===== src/rtl/ren_tile_walker_if.sv =====
`default_nettype none
// ============================================================================
//  Module      : ren_tile_walker_if
//  Description : Triangle setup intake and tile request bus of the tile
//                walker. The slave side is the walker and the master side is
//                the setup / fragment-shader environment.
//  Revision    : 1.0 - initial release
// ============================================================================
interface ren_tile_walker_if #(
  parameter int COORD_W = 16
);
  // Triangle intake
  logic               i_en;
  logic               i_valid;
  logic               o_ready;
  logic [COORD_W-1:0] i_bbox_xmin;
  logic [COORD_W-1:0] i_bbox_ymin;
  logic [COORD_W-1:0] i_bbox_xmax;
  logic [COORD_W-1:0] i_bbox_ymax;
  logic [15:0]        i_tile_size;
  logic [65:0]        i_cr_delta;
  logic [65:0]        i_cg_delta;
  logic [65:0]        i_cb_delta;
  logic [65:0]        i_z_delta;
  // Tile request to the fragment shader
  logic               o_valid;
  logic               i_ack;
  logic [21:0]        o_tile_x;
  logic [21:0]        o_tile_y;
  logic [15:0]        o_tile_size;
  logic [65:0]        o_cr_delta;
  logic [65:0]        o_cg_delta;
  logic [65:0]        o_cb_delta;
  logic [65:0]        o_z_delta;
  logic               o_done;
  logic [15:0]        o_tile_cnt;

  modport slave (
    input  i_en, i_valid, i_bbox_xmin, i_bbox_ymin, i_bbox_xmax, i_bbox_ymax,
           i_tile_size, i_cr_delta, i_cg_delta, i_cb_delta, i_z_delta, i_ack,
    output o_ready, o_valid, o_tile_x, o_tile_y, o_tile_size, o_cr_delta,
           o_cg_delta, o_cb_delta, o_z_delta, o_done, o_tile_cnt
  );

  modport master (
    output i_en, i_valid, i_bbox_xmin, i_bbox_ymin, i_bbox_xmax, i_bbox_ymax,
           i_tile_size, i_cr_delta, i_cg_delta, i_cb_delta, i_z_delta, i_ack,
    input  o_ready, o_valid, o_tile_x, o_tile_y, o_tile_size, o_cr_delta,
           o_cg_delta, o_cb_delta, o_z_delta, o_done, o_tile_cnt
  );
endinterface
`default_nettype wire


===== src/rtl/ren_tile_walker.sv =====
`default_nettype none
// ============================================================================
//  Module      : ren_tile_walker
//  Description : Walks a triangle's inclusive pixel bounding box in
//                tile-aligned steps, row-major with x fastest, issuing one
//                tile request per fragment-shader acknowledge.
//  Revision    : 1.0 - initial release
// ============================================================================
module ren_tile_walker #(
  parameter int COORD_W = 16
) (
  input  logic             clk,
  input  logic             rst,
  ren_tile_walker_if.slave bus
);

  typedef enum logic [1:0] {
    S_IDLE  = 2'd0,
    S_ALIGN = 2'd1,
    S_ISSUE = 2'd2,
    S_DONE  = 2'd3
  } state_t;

  localparam logic [COORD_W-1:0] c_one = COORD_W'(1);

  state_t             r_state;
  state_t             w_state_nxt;

  logic [COORD_W-1:0] r_xmin, r_ymin, r_xmax, r_ymax;
  logic [COORD_W-1:0] r_start_x, r_cur_x, r_cur_y;
  logic [15:0]        r_size;
  logic [15:0]        r_cnt;
  logic [65:0]        r_cr, r_cg, r_cb, r_z;

  logic               w_ready, w_valid, w_done;
  logic               w_accept, w_xfer;
  logic [15:0]        w_size_legal;
  logic [COORD_W:0]   w_size_ext;
  logic [COORD_W-1:0] w_mask;
  logic [COORD_W:0]   w_next_x, w_next_y;
  logic               w_x_beyond, w_y_beyond, w_empty;

  // Unsupported tile sizes fall back to the largest legal tile
  always_comb begin
    case (bus.i_tile_size)
      16'd1, 16'd2, 16'd4, 16'd8, 16'd16: w_size_legal = bus.i_tile_size;
      default:                            w_size_legal = 16'd16;
    endcase
  end

  // Stepping is done one bit wider than a coordinate so a step past the
  // top of the coordinate space reads as "beyond max" instead of wrapping
  assign w_size_ext = (COORD_W+1)'(r_size);
  assign w_mask     = ~(w_size_ext[COORD_W-1:0] - c_one);
  assign w_next_x   = {1'b0, r_cur_x} + w_size_ext;
  assign w_next_y   = {1'b0, r_cur_y} + w_size_ext;
  assign w_x_beyond = (w_next_x > {1'b0, r_xmax});
  assign w_y_beyond = (w_next_y > {1'b0, r_ymax});
  assign w_empty    = (r_xmin > r_xmax) || (r_ymin > r_ymax);

  assign w_accept   = w_ready && bus.i_en && bus.i_valid;
  assign w_xfer     = w_valid && bus.i_ack;

  // State register
  always_ff @(posedge clk) begin
    if (rst) begin
      r_state <= S_IDLE;
    end else begin
      r_state <= w_state_nxt;
    end
  end

  // Next-state and handshake/status outputs
  always_comb begin
    w_state_nxt = r_state;
    w_ready     = 1'b0;
    w_valid     = 1'b0;
    w_done      = 1'b0;
    case (r_state)
      S_IDLE: begin
        w_ready = 1'b1;
        if (bus.i_en && bus.i_valid) begin
          w_state_nxt = S_ALIGN;
        end
      end
      S_ALIGN: begin
        w_state_nxt = w_empty ? S_DONE : S_ISSUE;
      end
      S_ISSUE: begin
        w_valid = 1'b1;
        if (bus.i_ack && w_x_beyond && w_y_beyond) begin
          w_state_nxt = S_DONE;
        end
      end
      S_DONE: begin
        w_done      = 1'b1;
        w_state_nxt = S_IDLE;
      end
      default: begin
        w_state_nxt = S_IDLE;
      end
    endcase
  end

  // Triangle latch, tile cursor and transfer counter
  always_ff @(posedge clk) begin
    if (rst) begin
      r_xmin    <= '0;
      r_ymin    <= '0;
      r_xmax    <= '0;
      r_ymax    <= '0;
      r_size    <= '0;
      r_cr      <= '0;
      r_cg      <= '0;
      r_cb      <= '0;
      r_z       <= '0;
      r_start_x <= '0;
      r_cur_x   <= '0;
      r_cur_y   <= '0;
      r_cnt     <= '0;
    end else begin
      if (w_accept) begin
        r_xmin <= bus.i_bbox_xmin;
        r_ymin <= bus.i_bbox_ymin;
        r_xmax <= bus.i_bbox_xmax;
        r_ymax <= bus.i_bbox_ymax;
        r_size <= w_size_legal;
        r_cr   <= bus.i_cr_delta;
        r_cg   <= bus.i_cg_delta;
        r_cb   <= bus.i_cb_delta;
        r_z    <= bus.i_z_delta;
        r_cnt  <= '0;
      end
      if (r_state == S_ALIGN) begin
        r_start_x <= r_xmin & w_mask;
        r_cur_x   <= r_xmin & w_mask;
        r_cur_y   <= r_ymin & w_mask;
      end
      if (w_xfer) begin
        r_cnt <= r_cnt + 16'd1;
        // The cursor is left alone on the final tile; it is not shown again
        if (!w_x_beyond) begin
          r_cur_x <= w_next_x[COORD_W-1:0];
        end else if (!w_y_beyond) begin
          r_cur_x <= r_start_x;
          r_cur_y <= w_next_y[COORD_W-1:0];
        end
      end
    end
  end

  assign bus.o_ready     = w_ready;
  assign bus.o_valid     = w_valid;
  assign bus.o_done      = w_done;
  assign bus.o_tile_x    = 22'(r_cur_x);
  assign bus.o_tile_y    = 22'(r_cur_y);
  assign bus.o_tile_size = r_size;
  assign bus.o_cr_delta  = r_cr;
  assign bus.o_cg_delta  = r_cg;
  assign bus.o_cb_delta  = r_cb;
  assign bus.o_z_delta   = r_z;
  assign bus.o_tile_cnt  = r_cnt;

endmodule
`default_nettype wire


===== src/flat_wrapper.sv =====
// flat-port wrapper written by rule: the top's interface ports become plain ports
module ren_tile_walker_flat 
#(
  parameter int COORD_W = 16
)
  (clk, rst, bus_i_en, bus_i_valid, bus_i_bbox_xmin, bus_i_bbox_ymin, bus_i_bbox_xmax, bus_i_bbox_ymax, bus_i_tile_size, bus_i_cr_delta, bus_i_cg_delta, bus_i_cb_delta, bus_i_z_delta, bus_i_ack, bus_o_ready, bus_o_valid, bus_o_tile_x, bus_o_tile_y, bus_o_tile_size, bus_o_cr_delta, bus_o_cg_delta, bus_o_cb_delta, bus_o_z_delta, bus_o_done, bus_o_tile_cnt);
  ren_tile_walker_if #(.COORD_W(COORD_W)) bus_i ();
  input  logic clk;
  input  logic rst;
  input wire logic [$bits(bus_i.i_en)-1:0] bus_i_en;
  input wire logic [$bits(bus_i.i_valid)-1:0] bus_i_valid;
  input wire logic [$bits(bus_i.i_bbox_xmin)-1:0] bus_i_bbox_xmin;
  input wire logic [$bits(bus_i.i_bbox_ymin)-1:0] bus_i_bbox_ymin;
  input wire logic [$bits(bus_i.i_bbox_xmax)-1:0] bus_i_bbox_xmax;
  input wire logic [$bits(bus_i.i_bbox_ymax)-1:0] bus_i_bbox_ymax;
  input wire logic [$bits(bus_i.i_tile_size)-1:0] bus_i_tile_size;
  input wire logic [$bits(bus_i.i_cr_delta)-1:0] bus_i_cr_delta;
  input wire logic [$bits(bus_i.i_cg_delta)-1:0] bus_i_cg_delta;
  input wire logic [$bits(bus_i.i_cb_delta)-1:0] bus_i_cb_delta;
  input wire logic [$bits(bus_i.i_z_delta)-1:0] bus_i_z_delta;
  input wire logic [$bits(bus_i.i_ack)-1:0] bus_i_ack;
  output wire logic [$bits(bus_i.o_ready)-1:0] bus_o_ready;
  output wire logic [$bits(bus_i.o_valid)-1:0] bus_o_valid;
  output wire logic [$bits(bus_i.o_tile_x)-1:0] bus_o_tile_x;
  output wire logic [$bits(bus_i.o_tile_y)-1:0] bus_o_tile_y;
  output wire logic [$bits(bus_i.o_tile_size)-1:0] bus_o_tile_size;
  output wire logic [$bits(bus_i.o_cr_delta)-1:0] bus_o_cr_delta;
  output wire logic [$bits(bus_i.o_cg_delta)-1:0] bus_o_cg_delta;
  output wire logic [$bits(bus_i.o_cb_delta)-1:0] bus_o_cb_delta;
  output wire logic [$bits(bus_i.o_z_delta)-1:0] bus_o_z_delta;
  output wire logic [$bits(bus_i.o_done)-1:0] bus_o_done;
  output wire logic [$bits(bus_i.o_tile_cnt)-1:0] bus_o_tile_cnt;
  assign bus_i.i_en = bus_i_en;
  assign bus_i.i_valid = bus_i_valid;
  assign bus_i.i_bbox_xmin = bus_i_bbox_xmin;
  assign bus_i.i_bbox_ymin = bus_i_bbox_ymin;
  assign bus_i.i_bbox_xmax = bus_i_bbox_xmax;
  assign bus_i.i_bbox_ymax = bus_i_bbox_ymax;
  assign bus_i.i_tile_size = bus_i_tile_size;
  assign bus_i.i_cr_delta = bus_i_cr_delta;
  assign bus_i.i_cg_delta = bus_i_cg_delta;
  assign bus_i.i_cb_delta = bus_i_cb_delta;
  assign bus_i.i_z_delta = bus_i_z_delta;
  assign bus_i.i_ack = bus_i_ack;
  assign bus_o_ready = bus_i.o_ready;
  assign bus_o_valid = bus_i.o_valid;
  assign bus_o_tile_x = bus_i.o_tile_x;
  assign bus_o_tile_y = bus_i.o_tile_y;
  assign bus_o_tile_size = bus_i.o_tile_size;
  assign bus_o_cr_delta = bus_i.o_cr_delta;
  assign bus_o_cg_delta = bus_i.o_cg_delta;
  assign bus_o_cb_delta = bus_i.o_cb_delta;
  assign bus_o_z_delta = bus_i.o_z_delta;
  assign bus_o_done = bus_i.o_done;
  assign bus_o_tile_cnt = bus_i.o_tile_cnt;
  ren_tile_walker #(.COORD_W(COORD_W)) u_core (.clk(clk), .rst(rst), .bus(bus_i));
endmodule

===== config.mk =====
export PLATFORM = sky130hd
export DESIGN_NAME = ren_tile_walker_flat
export DESIGN_NICKNAME = d
export VERILOG_FILES = /design/src/rtl/ren_tile_walker_if.sv /design/src/rtl/ren_tile_walker.sv /design/src/flat_wrapper.sv
export SDC_FILE = /design/constraint.sdc
export NUM_CORES = 1
export LEC_CHECK = 0
export BUFFER_PORTS_ARGS = -buffer_cell sky130_fd_sc_hd__buf_2
export CAP_MARGIN = 20
export CORE_AREA = 2 2 272 274
export DETAILED_ROUTE_END_ITERATION = 8
export DIE_AREA = 0 0 274 276
export GPL_ROUTABILITY_DRIVEN = 0
export HOLD_SLACK_MARGIN = 0.05
export PLACE_DENSITY = 0.44
export SYNTH_ARGS = -nofsm -noshare
export SYNTH_HDL_FRONTEND = slang
export SYNTH_SLANG_ARGS = --single-unit

===== constraint.sdc =====
create_clock -name clk -period 11.38 [get_ports clk]
set_clock_uncertainty 0.15 [all_clocks]
set_input_delay 2.276 -clock clk [delete_from_list [all_inputs] [get_ports clk]]
set_output_delay 2.276 -clock clk [all_outputs]
set_load 0.02 [all_outputs]

==> impl_metrics.json <==
{
  "rsz0062_at_grt": "no",
  "cts-buffers-inserted": 51,
  "required_ns": 11.70,
  "rr_worst_depth": 17,
  "fill_cells": 7960,
  "viasPerCell": 4.69,
  "setup-tns-final_ns": 0,
  "ir_drop_uv": 145,
  "run_status": "complete, no violations",
  "cts-root-buf": "clkbuf_16",
  "start_util": 0.247,
  "leakagePower_uw": 0.0107,
  "fin_util": 0.327,
  "dieArea_um2": 75600,
  "final_layout_size_suffix_gt1_frac": 0.275,
  "fp-row-count": 99,
  "finalHoldViolCount": 0,
  "post_cts_buffers": 0,
  "worstSetupEndpointType": "flip-flop",
  "power_frac_seq": 0.365,
  "p_per_area_nw_per_um2": 193,
  "grt_max_degree": 99,
  "grt_first_pass_wirelength_um": 113000,
  "groute.usage.overall": 0.196,
  "ys_async_sr_fraction": 0,
  "wl_met2_um": 39000,
  "crit_path_start": "u_core.bus.o_tile_size[0]$_SDFFE_PP0P_",
  "die_x_um": 274,
  "path_max_fanout": 11,
  "cts_num_sinks": 410,
  "final_max_slew_viol_count": 0,
  "cts_buffer_depth": 3,
  "hold_path.class": "flip-flop to flip-flop",
  "io_pins": 692,
  "die_h_um": 276,
  "stdcell_area_um2": 23700,
  "drt-met1-wl_um": 30300,
  "routed_wirelength_um": 77400,
  "layout_min_cycle_time_ns": 5.13,
  "antenna_found_initial": 22,
  "clk-insertion-delay-late_ns": 0.61,
  "cts_tree": "built",
  "crit_type": "flip-flop to flip-flop",
  "cp-start-kind": "flip-flop",
  "maxSlewHeadroom": 0.253,
  "hold_start": "u_core.bus.o_z_delta[46]$_SDFFE_PP0P_",
  "ys_warn_count": 0,
  "r2r_start": "u_core.bus.o_tile_size[0]$_SDFFE_PP0P_",
  "drt_pre_antenna_iters": 5,
  "ctsHoldBuffers": 0,
  "switching_power_uw": 1660,
  "min_period_over_period": 0.451,
  "wl_per_cell_um": 20.0,
  "grt_overflow": 0,
  "postRouteAntennaNets": 0,
  "worst_pin_slew_ns": 1.12,
  "drcViolationCount": 0,
  "dr_wl_met3_um": 5880,
  "syn2layout_area_growth_pct": 32.5,
  "multiInputGateArea_um2": 8920,
  "syn-cell-area_um2": 17900,
  "synth_flop_cell": "dfxtp_1",
  "min_path_cells": 2,
  "top_layer": "met5",
  "swShare": 0.363,
  "yosysSeqAreaShare": 0.458,
  "cts_resized": 0,
  "r2r_setup_slack_ns": 6.25,
  "core_area_um2": 72600,
  "internal-power_uw": 2920,
  "syn_area_per_cell_um2": 7.92,
  "cap_violations": 0,
  "seq_area_um2": 8210,
  "synth_cell_type_count": 70,
  "layout.nets": 3324,
  "htree_levels": 2,
  "grt_pass1_vias": 17800,
  "drt_iter0_markers": 1281,
  "synth_edf_count": 0,
  "vias": 18200,
  "clkTransAtPathRegs_ns": 0.06,
  "setup_viol": 0,
  "synth-seq-cells": 410,
  "clock_power_share": 0.354,
  "fmax_ghz": 0.195,
  "dpl_cell_area_um2": 22000,
  "comb_power_share": 0.281,
  "synthCells": 2261,
  "io_buffer_count": 679,
  "dp_hpwl_um": 59400,
  "cp.arrival_ns": 5.45
}
[cells in the mapped netlist (3+ instances only)]
cell | instances | area [µm²]
o311a_1 | 3 | 30.0
xnor2_1 | 33 | 289
a31oi_1 | 9 | 56.3
inv_1 | 52 | 195
o21bai_1 | 6 | 45.0
nor2_1 | 62 | 233
buf_6 | 5 | 56.3
a311oi_1 | 8 | 70.1
dfxtp_1 | 410 | 8210
nand2b_1 | 4 | 25.0
a22oi_1 | 11 | 82.6
nand3b_1 | 4 | 30.0
o211a_1 | 4 | 40.0
nand3_1 | 41 | 205
a21boi_0 | 8 | 60.1
buf_4 | 12 | 90.1
o21ai_1 | 3 | 15.0
and3_1 | 24 | 150
a21o_1 | 15 | 113
ha_1 | 102 | 1280
nor2b_1 | 7 | 43.8
o22ai_1 | 8 | 50.1
nor3_2 | 3 | 30.0
nand2_1 | 734 | 2760
xor2_1 | 14 | 123
mux2_2 | 3 | 33.8
a21oi_1 | 393 | 1970
o21ai_0 | 26 | 130
or3_1 | 4 | 25.0
a211oi_1 | 12 | 90.1
o21a_1 | 9 | 67.6
nor4_2 | 3 | 37.5
buf_1 | 8 | 30.0
nor4_1 | 13 | 81.3
o211ai_1 | 9 | 67.6
o221ai_1 | 4 | 35.0
nor3_1 | 17 | 85.1
nand4_1 | 16 | 100
clkbuf_1 | 121 | 454
[path summary, 6_finish.rpt]
check | endpoint
worst min-delay path | u_core.bus.o_z_delta[46]$_SDFFE_PP0P_
worst max register to register | u_core.r_cur_x[4]$_SDFF_PP0_
worst min register to register | u_core.bus.o_z_delta[46]$_SDFFE_PP0P_
worst max-delay path | u_core.r_cur_x[4]$_SDFF_PP0_
[metal layers]
layer,track usage,up-vias
li1,-,8844
met1,0.226,8574
met2,0.351,597
met3,0.0544,126
met4,0.0578,24
met5,0,-
[final cells by class]
class	count	area share
Inverter	53	0.00838
Antenna cell	8	0.000843
Clock buffer	70	0.0598
Clock inverter	21	0.0104
Tap cell	959	0.0506
Sequential cell	410	0.346
Multi-Input combinational cell	1661	0.376
Timing Repair Buffer	694	0.148
[cell families after synthesis]
| family | Yosys count | share of synthesized area |
|---|---|---|
| flip-flops | 410 | 0.458 |
| XOR/XNOR | 47 | 0.0230 |
| multiplexers | 4 | 0.00244 |
| adder cells (fa/ha/maj) | 104 | 0.0735 |
| AND/OR/NAND/NOR | 941 | 0.217 |
| AO/OA/AOI/OAI | 553 | 0.179 |
| buffers and inverters | 201 | 0.0469 |
| other | 1 | 0.000209 |
[critical path, stage by stage, from the launching register on]
cell and delay (ns):
dfxtp_1 0.45, ha_1 0.32, fa_1 0.44, a211oi_1 0.29, o21ai_1 0.14, a31oi_1 0.28
o21bai_1 0.10, a21oi_1 0.18, xnor2_1 0.14, ha_1 0.32, nand4_1 0.12, nor4_1 0.22
a21oi_1 0.12, a211o_1 0.26, a32oi_2 0.63, o21ai_2 0.36, nand2_1 0.35, o22ai_1 0.12
[placed cells by master (no fill, tap or decap), types with 13 or more instances in the layout]
cell,Yosys,routed
clkbuf_1,121,13
a21o_1,15,15
nand2_1,734,734
nand3_1,41,40
buf_4,12,15
clkbuf_16,0,52
xor2_1,14,14
o21ai_0,26,26
nand4_1,16,16
xnor2_1,33,33
nor4_1,13,13
nor3_1,17,17
and3_1,24,23
dfxtp_1,410,410
ha_1,102,102
buf_2,2,678
a21oi_1,393,393
nor2_1,62,62
inv_1,52,52
[sequential cells by signal (all words and copies together) (netlist names)]
name / cells
u_core.r_start_x: 16
u_core.bus.o_tile_size: 16
u_core.bus.o_cr_delta: 66
u_core.bus.o_z_delta: 66
u_core.r_xmin: 16
u_core.bus.o_cb_delta: 66
u_core.bus.o_cg_delta: 66
u_core.r_ymax: 16
u_core.r_xmax: 16
u_core.bus.o_tile_cnt: 16
u_core.r_ymin: 16
u_core.r_cur_y: 16
u_core.r_cur_x: 16
u_core.r_state: 2
[power groups by stage]
| stage | clock [µW] | combinational [µW] | sequential [µW] |
|---|---|---|---|
| after floorplan | 0 | 705 | 1820 |
| after global placement | 0 | 1280 | 1700 |
| after detailed placement | 0 | 1290 | 1710 |
| after CTS | 1680 | 1290 | 1680 |
| after global routing | 1740 | 1410 | 1690 |
| final | 1620 | 1290 | 1680 |
[metrics by stage]
stage                     power [µW]  hold WS (ns)  instances  setup WS (ns)
after detailed placement        3000         0.293       3777           6.22
final                           4590         0.300       3876           6.25
after global routing            4840         0.316       3871           5.95
after global placement          2980         0.289       3777           6.29
after CTS                       4650         0.301       3868           6.30
after floorplan                 2530         0.286       2272           7.17
No activity file was read; power rests on OpenSTA's default activity.
